**config.mk**
```make
export PLATFORM = sky130hd
export DESIGN_NAME = commit_trace_unit_flat
export DESIGN_NICKNAME = d
export VERILOG_FILES = /design/src/rtl/cpu_trace_pkg.sv /design/src/rtl/commit_trace_unit_if.sv /design/src/rtl/trace_fifo.sv /design/src/rtl/commit_trace_unit.sv /design/src/flat_wrapper.sv
export SDC_FILE = /design/constraint.sdc
export NUM_CORES = 1
export LEC_CHECK = 0
export BUFFER_PORTS_ARGS = -buffer_cell sky130_fd_sc_hd__buf_2
export CORE_MARGIN = 3
export CORE_UTILIZATION = 45
export CTS_BUF_LIST = sky130_fd_sc_hd__clkbuf_8
export DETAILED_ROUTE_END_ITERATION = 8
export PLACE_DENSITY = 0.68
export SYNTH_ARGS = -nofsm -noshare
export SYNTH_HDL_FRONTEND = slang
export SYNTH_SLANG_ARGS = --single-unit
```
**constraint.sdc**
```tcl
create_clock -name clk -period 15.55 [get_ports clk]
set_input_delay 0.7775 -clock clk [delete_from_list [all_inputs] [get_ports clk]]
set_output_delay 0.7775 -clock clk [all_outputs]
set_load 0.05 [all_outputs]
```
**src/rtl/cpu_trace_pkg.sv**
```systemverilog
`default_nettype none
// +------------------------------------------------------------------+
// | cpu_trace_pkg: record kinds, FSM states and the trace record      |
// | Rev 1.0 - initial release                                         |
// +------------------------------------------------------------------+
package cpu_trace_pkg;

  // Widest instruction number a record can carry; CNT_W must not exceed it.
  localparam int INUM_W = 32;

  localparam logic [1:0] KIND_OTHER = 2'd0;
  localparam logic [1:0] KIND_REG   = 2'd1;
  localparam logic [1:0] KIND_LOAD  = 2'd2;
  localparam logic [1:0] KIND_STORE = 2'd3;

  typedef enum logic [1:0] {
    ST_RUN     = 2'd0,
    ST_DRAIN   = 2'd1,
    ST_DONE    = 2'd2,
    ST_TIMEOUT = 2'd3
  } trace_state_t;

  typedef struct packed {
    logic [1:0]        kind;
    logic              halt;
    logic [INUM_W-1:0] inum;
    logic [15:0]       pc;
    logic [3:0]        regn;
    logic [15:0]       val;
    logic [15:0]       addr;
  } trace_rec_t;

endpackage
`default_nettype wire

```
**src/rtl/commit_trace_unit_if.sv**
```systemverilog
`default_nettype none
// +------------------------------------------------------------------+
// | commit_trace_unit_if: commit bus in, trace record handshake out   |
// | Rev 1.0 - initial release                                         |
// +------------------------------------------------------------------+
interface commit_trace_unit_if #(
  parameter int CNT_W = 32
);
  logic             wb_valid;
  logic [15:0]      wb_pc;
  logic [15:0]      wb_inst;
  logic             wb_regwrite;
  logic [3:0]       wb_dstreg;
  logic [15:0]      wb_dstdata;
  logic             wb_memread;
  logic             wb_memwrite;
  logic [15:0]      wb_memaddr;
  logic [15:0]      wb_memdata;
  logic             wb_halt;

  logic             tr_valid;
  logic             tr_ready;
  logic [1:0]       tr_kind;
  logic             tr_halt;
  logic [CNT_W-1:0] tr_inum;
  logic [15:0]      tr_pc;
  logic [3:0]       tr_reg;
  logic [15:0]      tr_val;
  logic [15:0]      tr_addr;

  // Trace unit side
  modport slave (
    input  wb_valid, wb_pc, wb_inst, wb_regwrite, wb_dstreg, wb_dstdata,
           wb_memread, wb_memwrite, wb_memaddr, wb_memdata, wb_halt,
    input  tr_ready,
    output tr_valid, tr_kind, tr_halt, tr_inum, tr_pc, tr_reg, tr_val, tr_addr
  );

  // CPU / consumer side
  modport master (
    output wb_valid, wb_pc, wb_inst, wb_regwrite, wb_dstreg, wb_dstdata,
           wb_memread, wb_memwrite, wb_memaddr, wb_memdata, wb_halt,
    output tr_ready,
    input  tr_valid, tr_kind, tr_halt, tr_inum, tr_pc, tr_reg, tr_val, tr_addr
  );
endinterface
`default_nettype wire

```
**src/rtl/trace_fifo.sv**
```systemverilog
`default_nettype none
// +------------------------------------------------------------------+
// | trace_fifo: synchronous FIFO of trace records, DEPTH power of two |
// | Rev 1.0 - initial release                                         |
// +------------------------------------------------------------------+
import cpu_trace_pkg::*;

module trace_fifo #(
  parameter int DEPTH = 8
) (
  input  wire         clk,
  input  wire         rst_n,
  input  wire         i_push,
  input  trace_rec_t  i_data,
  input  wire         i_pop,
  output trace_rec_t  o_data,
  output logic        o_full,
  output logic        o_empty
);

  localparam int              C_AW   = (DEPTH > 1) ? $clog2(DEPTH) : 1;
  localparam logic [C_AW:0]   C_FULL = (C_AW + 1)'(DEPTH);

  trace_rec_t       r_mem [DEPTH];
  trace_rec_t       r_last;
  logic [C_AW-1:0]  r_wr_ptr;
  logic [C_AW-1:0]  r_rd_ptr;
  logic [C_AW:0]    r_count;
  logic             w_push;
  logic             w_pop;

  assign o_full  = (r_count == C_FULL);
  assign o_empty = (r_count == '0);
  assign w_pop   = i_pop & ~o_empty;
  // A pop in the same cycle frees the slot, so a full FIFO still accepts.
  assign w_push  = i_push & (~o_full | w_pop);

  // When empty the output holds the last record that left the FIFO.
  assign o_data  = o_empty ? r_last : r_mem[r_rd_ptr];

  always_ff @(posedge clk) begin
    if (w_push) begin
      r_mem[r_wr_ptr] <= i_data;
    end
  end

  always_ff @(posedge clk) begin
    if (!rst_n) begin
      r_wr_ptr <= '0;
      r_rd_ptr <= '0;
      r_count  <= '0;
      r_last   <= '0;
    end else begin
      if (w_push) begin
        r_wr_ptr <= r_wr_ptr + 1'b1;
      end
      if (w_pop) begin
        r_rd_ptr <= r_rd_ptr + 1'b1;
        r_last   <= r_mem[r_rd_ptr];
      end
      case ({w_push, w_pop})
        2'b10:   r_count <= r_count + 1'b1;
        2'b01:   r_count <= r_count - 1'b1;
        default: r_count <= r_count;
      endcase
    end
  end

endmodule
`default_nettype wire

```
**src/rtl/commit_trace_unit.sv**
```systemverilog
`default_nettype none
// +------------------------------------------------------------------+
// | commit_trace_unit: classifies, numbers and buffers retired insts; |
// | optional cycle-limit watchdog under COMMIT_WATCHDOG_EN.           |
// | Rev 1.0 - initial release                                         |
// +------------------------------------------------------------------+
import cpu_trace_pkg::*;

module commit_trace_unit #(
  parameter int DEPTH      = 8,
  parameter int CNT_W      = 32,
  parameter int MAX_CYCLES = 100000
) (
  input  wire                 clk,
  input  wire                 rst_n,
  commit_trace_unit_if.slave  trc,
  output logic [CNT_W-1:0]    inst_count,
  output logic [CNT_W-1:0]    cycle_count,
  output logic                halted,
  output logic                overflow,
  output logic                timeout
);

  if (DEPTH < 2 || (DEPTH & (DEPTH - 1)) != 0 || CNT_W < 1 || CNT_W > INUM_W ||
      MAX_CYCLES < 1) begin : g_param_err
    $error("commit_trace_unit: illegal parameter set");
  end

  trace_state_t      r_state;
  logic              r_halted;
  logic              r_timeout;
  logic              r_overflow;
  logic [CNT_W-1:0]  r_inst_count;
  logic [CNT_W-1:0]  r_cycle_count;
  logic              r_stage_vld;
  trace_rec_t        r_stage_rec;

  logic              w_accept;
  logic              w_in_run;
  logic [CNT_W-1:0]  w_cyc_next;
  logic              w_wd_hit;
  trace_rec_t        w_rec;
  trace_rec_t        w_head;
  logic              w_fifo_full;
  logic              w_fifo_empty;
  logic              w_pop;
  logic              w_drop;
  logic              w_unused;

  // The instruction word travels on the commit bus but is not traced.
  assign w_unused = ^trc.wb_inst;

  assign w_in_run   = (r_state == ST_RUN);
  assign w_accept   = trc.wb_valid & w_in_run;
  assign w_cyc_next = (&r_cycle_count) ? r_cycle_count : r_cycle_count + 1'b1;

`ifdef COMMIT_WATCHDOG_EN
  localparam logic [CNT_W-1:0] C_WD_LIMIT = CNT_W'(MAX_CYCLES);
  assign w_wd_hit = (w_cyc_next >= C_WD_LIMIT);
`else
  assign w_wd_hit = 1'b0;
`endif

  always_comb begin
    w_rec      = '0;
    w_rec.halt = trc.wb_halt;
    w_rec.inum = INUM_W'(r_inst_count);
    w_rec.pc   = trc.wb_pc;
    if (trc.wb_regwrite && trc.wb_memread) begin
      w_rec.kind = KIND_LOAD;
      w_rec.regn = trc.wb_dstreg;
      w_rec.val  = trc.wb_dstdata;
      w_rec.addr = trc.wb_memaddr;
    end else if (trc.wb_regwrite) begin
      w_rec.kind = KIND_REG;
      w_rec.regn = trc.wb_dstreg;
      w_rec.val  = trc.wb_dstdata;
    end else if (trc.wb_memwrite) begin
      w_rec.kind = KIND_STORE;
      w_rec.val  = trc.wb_memdata;
      w_rec.addr = trc.wb_memaddr;
    end else begin
      w_rec.kind = KIND_OTHER;
    end
  end

  // Input stage: the record enters the FIFO one edge after acceptance.
  always_ff @(posedge clk) begin
    if (!rst_n) begin
      r_stage_vld <= 1'b0;
      r_stage_rec <= '0;
    end else begin
      r_stage_vld <= w_accept;
      if (w_accept) begin
        r_stage_rec <= w_rec;
      end
    end
  end

  assign w_pop  = ~w_fifo_empty & trc.tr_ready;
  assign w_drop = r_stage_vld & w_fifo_full & ~w_pop;

  trace_fifo #(
    .DEPTH (DEPTH)
  ) u_fifo (
    .clk     (clk),
    .rst_n   (rst_n),
    .i_push  (r_stage_vld),
    .i_data  (r_stage_rec),
    .i_pop   (w_pop),
    .o_data  (w_head),
    .o_full  (w_fifo_full),
    .o_empty (w_fifo_empty)
  );

  always_ff @(posedge clk) begin
    if (!rst_n) begin
      r_inst_count  <= '0;
      r_cycle_count <= '0;
      r_overflow    <= 1'b0;
    end else begin
      if (w_accept && !(&r_inst_count)) begin
        r_inst_count <= r_inst_count + 1'b1;
      end
      if (w_in_run) begin
        r_cycle_count <= w_cyc_next;
      end
      if (w_drop) begin
        r_overflow <= 1'b1;
      end
    end
  end

  // A halt commit in the same cycle as the watchdog limit takes priority.
  always_ff @(posedge clk) begin
    if (!rst_n) begin
      r_state   <= ST_RUN;
      r_halted  <= 1'b0;
      r_timeout <= 1'b0;
    end else begin
      case (r_state)
        ST_RUN: begin
          if (w_accept && trc.wb_halt) begin
            r_state <= ST_DRAIN;
          end else if (w_wd_hit) begin
            r_state   <= ST_TIMEOUT;
            r_timeout <= 1'b1;
          end
        end
        ST_DRAIN: begin
          if (w_fifo_empty && !r_stage_vld && !w_pop) begin
            r_state  <= ST_DONE;
            r_halted <= 1'b1;
          end
        end
        default: r_state <= r_state;
      endcase
    end
  end

  assign trc.tr_valid = ~w_fifo_empty;
  assign trc.tr_kind  = w_head.kind;
  assign trc.tr_halt  = w_head.halt;
  assign trc.tr_inum  = w_head.inum[CNT_W-1:0];
  assign trc.tr_pc    = w_head.pc;
  assign trc.tr_reg   = w_head.regn;
  assign trc.tr_val   = w_head.val;
  assign trc.tr_addr  = w_head.addr;

  assign inst_count  = r_inst_count;
  assign cycle_count = r_cycle_count;
  assign halted      = r_halted;
  assign overflow    = r_overflow;
  assign timeout     = r_timeout;

endmodule
`default_nettype wire
```
**src/flat_wrapper.sv**
```systemverilog
// flat-port wrapper written by rule: the top's interface ports become plain ports
module commit_trace_unit_flat 
#(
  parameter int DEPTH      = 8,
  parameter int CNT_W      = 32,
  parameter int MAX_CYCLES = 100000
)
  (clk, rst_n, inst_count, cycle_count, halted, overflow, timeout, trc_wb_valid, trc_wb_pc, trc_wb_inst, trc_wb_regwrite, trc_wb_dstreg, trc_wb_dstdata, trc_wb_memread, trc_wb_memwrite, trc_wb_memaddr, trc_wb_memdata, trc_wb_halt, trc_tr_ready, trc_tr_valid, trc_tr_kind, trc_tr_halt, trc_tr_inum, trc_tr_pc, trc_tr_reg, trc_tr_val, trc_tr_addr);
  commit_trace_unit_if #(.CNT_W(CNT_W)) trc_i ();
  input  wire clk;
  input  wire rst_n;
  output logic [CNT_W-1:0] inst_count;
  output logic [CNT_W-1:0] cycle_count;
  output logic halted;
  output logic overflow;
  output logic timeout;
  input wire logic [$bits(trc_i.wb_valid)-1:0] trc_wb_valid;
  input wire logic [$bits(trc_i.wb_pc)-1:0] trc_wb_pc;
  input wire logic [$bits(trc_i.wb_inst)-1:0] trc_wb_inst;
  input wire logic [$bits(trc_i.wb_regwrite)-1:0] trc_wb_regwrite;
  input wire logic [$bits(trc_i.wb_dstreg)-1:0] trc_wb_dstreg;
  input wire logic [$bits(trc_i.wb_dstdata)-1:0] trc_wb_dstdata;
  input wire logic [$bits(trc_i.wb_memread)-1:0] trc_wb_memread;
  input wire logic [$bits(trc_i.wb_memwrite)-1:0] trc_wb_memwrite;
  input wire logic [$bits(trc_i.wb_memaddr)-1:0] trc_wb_memaddr;
  input wire logic [$bits(trc_i.wb_memdata)-1:0] trc_wb_memdata;
  input wire logic [$bits(trc_i.wb_halt)-1:0] trc_wb_halt;
  input wire logic [$bits(trc_i.tr_ready)-1:0] trc_tr_ready;
  output wire logic [$bits(trc_i.tr_valid)-1:0] trc_tr_valid;
  output wire logic [$bits(trc_i.tr_kind)-1:0] trc_tr_kind;
  output wire logic [$bits(trc_i.tr_halt)-1:0] trc_tr_halt;
  output wire logic [$bits(trc_i.tr_inum)-1:0] trc_tr_inum;
  output wire logic [$bits(trc_i.tr_pc)-1:0] trc_tr_pc;
  output wire logic [$bits(trc_i.tr_reg)-1:0] trc_tr_reg;
  output wire logic [$bits(trc_i.tr_val)-1:0] trc_tr_val;
  output wire logic [$bits(trc_i.tr_addr)-1:0] trc_tr_addr;
  assign trc_i.wb_valid = trc_wb_valid;
  assign trc_i.wb_pc = trc_wb_pc;
  assign trc_i.wb_inst = trc_wb_inst;
  assign trc_i.wb_regwrite = trc_wb_regwrite;
  assign trc_i.wb_dstreg = trc_wb_dstreg;
  assign trc_i.wb_dstdata = trc_wb_dstdata;
  assign trc_i.wb_memread = trc_wb_memread;
  assign trc_i.wb_memwrite = trc_wb_memwrite;
  assign trc_i.wb_memaddr = trc_wb_memaddr;
  assign trc_i.wb_memdata = trc_wb_memdata;
  assign trc_i.wb_halt = trc_wb_halt;
  assign trc_i.tr_ready = trc_tr_ready;
  assign trc_tr_valid = trc_i.tr_valid;
  assign trc_tr_kind = trc_i.tr_kind;
  assign trc_tr_halt = trc_i.tr_halt;
  assign trc_tr_inum = trc_i.tr_inum;
  assign trc_tr_pc = trc_i.tr_pc;
  assign trc_tr_reg = trc_i.tr_reg;
  assign trc_tr_val = trc_i.tr_val;
  assign trc_tr_addr = trc_i.tr_addr;
  commit_trace_unit #(.DEPTH(DEPTH), .CNT_W(CNT_W), .MAX_CYCLES(MAX_CYCLES)) u_core (.clk(clk), .rst_n(rst_n), .trc(trc_i), .inst_count(inst_count), .cycle_count(cycle_count), .halted(halted), .overflow(overflow), .timeout(timeout));
endmodule
```
==> results_dict.tcl <==
set metrics [dict create \
    status "completed" \
    cts_tree "built" \
    arrival_ns 4.76 \
    dp_hpwl_mm 46.2 \
    coreArea_mm2 0.0809 \
    final_area_mm2 0.0421 \
    num_vias 21300 \
    grt_pass1_wl_mm 130 \
    hold_start "trc_wb_memaddr[15]" \
    cts_max_path_buffers 3 \
    wl_per_cell_um 22.4 \
    die_w_um 293 \
    worst_slew_pin_slew_ns 1.27 \
    max_cap_violations 0 \
    drtIter0Drc 1735 \
    syn-cell-area_mm2 0.0369 \
    grt-ovfl-total 0 \
    drc 0 \
    dp.cells 3505 \
    nNetsFinal 2700 \
    path_common_cell "buf_4" \
    grt_pass1_vias 21900 \
    post_cts_resized 0 \
    htreeDepth 4 \
    clock-sinks 952 \
    die_area_mm2 0.0856 \
    ys.flop_type "edfxtp_1" \
    ys_seq_area_frac 0.705 \
    clk_pin_slew_worst_paths_ns 0.06 \
    postSynthAreaPerCell_um2 15.6 \
    cp.required_ns 14.77 \
    rr_worst_depth 5 \
    num_io_pins 247 \
    grt_usage 0.199 \
    relSlewSlack 0.143 \
    ctsHoldBuffers 0 \
    final_cell_mix "edfxtp_1 (696), dfxtp_1 (253), nor2_1 (244)" \
    synthCells 2368 \
    crit_slowest_cell "dfxtp_4" \
    holdPathStages 3 \
    vias_per_cell 5.62 \
    postCtsSetupBuffers 0 \
    fp.dieH_um 293 \
    finalHoldViolCount 0 \
    timing.fmax_mhz 181 \
    hold-worst-slack_ns 0.238 \
    drt_pass1_iterations 5 \
    r2r_slack_ns 11.70 \
    dpl_cell_area_mm2 0.0389 \
    cpPeakStageDelay_ns 1.02 \
    post-route-period-util 0.356 \
    finalClockSkew_ns 0.0320 \
    rows 104 \
    clock-root-buffer "clkbuf_8" \
    layout_min_cycle_time_ns 5.54 \
    synth.area.top_cells "edfxtp_1 (57%), dfxtp_1 (14%), mux4_2 (11%)" \
    drtAntennaViolNets 0 \
    min_to "u_core.r_stage_rec[15]" \
    cp_max_fo 66 \
    async_flop_share 0 \
    grt_max_degree 171 \
    fin_cells 3800 \
    path_class "register to output port" \
    antenna_found_initial 3 \
    yosysTopAreaCell "edfxtp_1" \
    slew_viol_final 0 \
    start_kind "register" \
    gp_congestion 0.820 \
    crit_path_end_kind "output port" \
    synth_edf_count 696 \
    numCtsBuffers 156 \
    p_per_area_mw_per_mm2 190 \
    synth_nets 2465 \
    irDropWorstVdd_v 0.000177 \
    setup_tns_ns 0 \
    final_common_cell "edfxtp_1" \
    r2r_end "u_core.u_fifo.r_last[36]" \
    leakage_nw 14.1 \
    final-setup-viol-count 0 \
    path_cells "buf_4 > buf_4 > mux4_2 > mux2i_1 > a21oi_1 > buf_2" \
    port_buffers 229 \
    start_util 0.456 \
    hold_path_class "primary input to register" \
    synth-seq-cells 952 \
    yosysWarnings 0 \
    synth_top_area_share 0.566 \
    rsz0062_at_grt "false" \
    clk_latency_ns 0.79 \
    routed_wl_mm 85.1 \
    syn_to_final_growth_pct 13.9 \
    drive_above_1_share 0.250 \
    synth_cell_types 61 \
]
-- worst max path at each step --
stage / startpoint / end / slack [ns] / cells after the start
after global routing: register / trc_tr_halt / 9.73 / 6
after global placement: register / trc_tr_halt / 10.79 / 6
after CTS: register / trc_tr_halt / 9.92 / 6
after detailed placement: register / trc_tr_halt / 10.78 / 6
after floorplan: trc_tr_ready / u_core.u_fifo.r_mem[0][0] / 7.77 / 4
final: register / trc_tr_inum[29] / 10.01 / 6
-- registers in the layout, indices dropped and copies added, names as in the netlist, named ones only --
| register | count |
|---|---|
| u_core.u_fifo.r_last | 87 |
| u_core.u_fifo.r_rd_ptr | 3 |
| u_core.overflow | 1 |
| u_core.r_state | 2 |
| u_core.halted | 1 |
| u_core.cycle_count | 32 |
| u_core.inst_count | 32 |
| u_core.u_fifo.r_count | 4 |
| u_core.u_fifo.r_mem | 696 |
| u_core.r_stage_vld | 1 |
| u_core.r_stage_rec | 87 |
| u_core.u_fifo.r_wr_ptr | 3 |
-- report_power, final --
group | total [mW] | internal [mW] | switching, mW
clock network | 2.16 | 1.18 | 0.983
logic | 2.82 | 0.783 | 2.04
registers | 3.03 | 2.89 | 0.140
total | 8.01 | 4.85 | 3.16
-- per-stage QoR --
stage | util | setup WS [ns] | total power, mW
final | 0.520 | 10.01 | 8.01
after global routing | 0.520 | 9.73 | 8.39
after CTS | 0.520 | 9.92 | 8.10
after detailed placement | 0.480 | 10.78 | 5.93
after global placement | 0.480 | 10.79 | 5.89
after floorplan | - | 7.77 | 5.22
-- cell type report --
cell class / count / area (um2)
Antenna cell: 3 / 7.51
Clock buffer: 173 / 2380
Clock inverter: 119 / 783
Fill cell: 6620 / 38900
Inverter: 11 / 48.8
Multi-Input combinational cell: 1221 / 10100
Sequential cell: 952 / 26000
Tap cell: 1060 / 1330
Timing Repair Buffer: 261 / 1400
-- per-layer routing --
metal / wire length, um / up-vias / track usage
li1: - / 9671 / -
met1: 35100 / 10800 / 0.258
met2: 42800 / 678 / 0.335
met3: 5380 / 148 / 0.0456
met4: 1780 / 0 / 0.0612
met5: 0 / - / 0
-- cells by family (layout without fill, tap and decap cells) --
| group | Yosys count | in the layout | share of synthesized area |
|---|---|---|---|
| AOI/OAI and AO/OA | 373 | 373 | 0.0627 |
| xor gates and xnor gates | 21 | 21 | 0.00498 |
| adders and majority gates | 5 | 5 | 0.00169 |
| buffers and inverters | 195 | 564 | 0.0247 |
| DFF | 952 | 952 | 0.705 |
| muxes | 267 | 267 | 0.131 |
| other | 1 | 4 | 0.000102 |
| and+or+nand+nor | 554 | 554 | 0.0700 |
-- worst max-delay path, delay by kind of cell (launching register included) --
kind	cells	cell delay (ns)
muxes	2	0.45
AOI/OAI and AO/OA	1	0.42
DFF	1	1.02
buffers and inverters	3	1.96
-- synth_stat cells, types with 8 or more instances --
master / count
mux4_2: 174
or3_1: 23
and4_1: 8
a22oi_1: 16
a221oi_1: 16
a21oi_1: 191
o21ai_0: 24
buf_1: 11
mux2i_1: 93
nand4_1: 21
clkbuf_1: 102
dfxtp_1: 256
or4_1: 12
xnor2_1: 16
nor2_1: 251
a211oi_1: 92
nor3_1: 26
buf_4: 34
nand2_1: 140
buf_2: 36
o31ai_1: 12
edfxtp_1: 696
nand3_1: 27
inv_1: 10
nand2b_1: 11
Power figures use the tool's default switching activity.
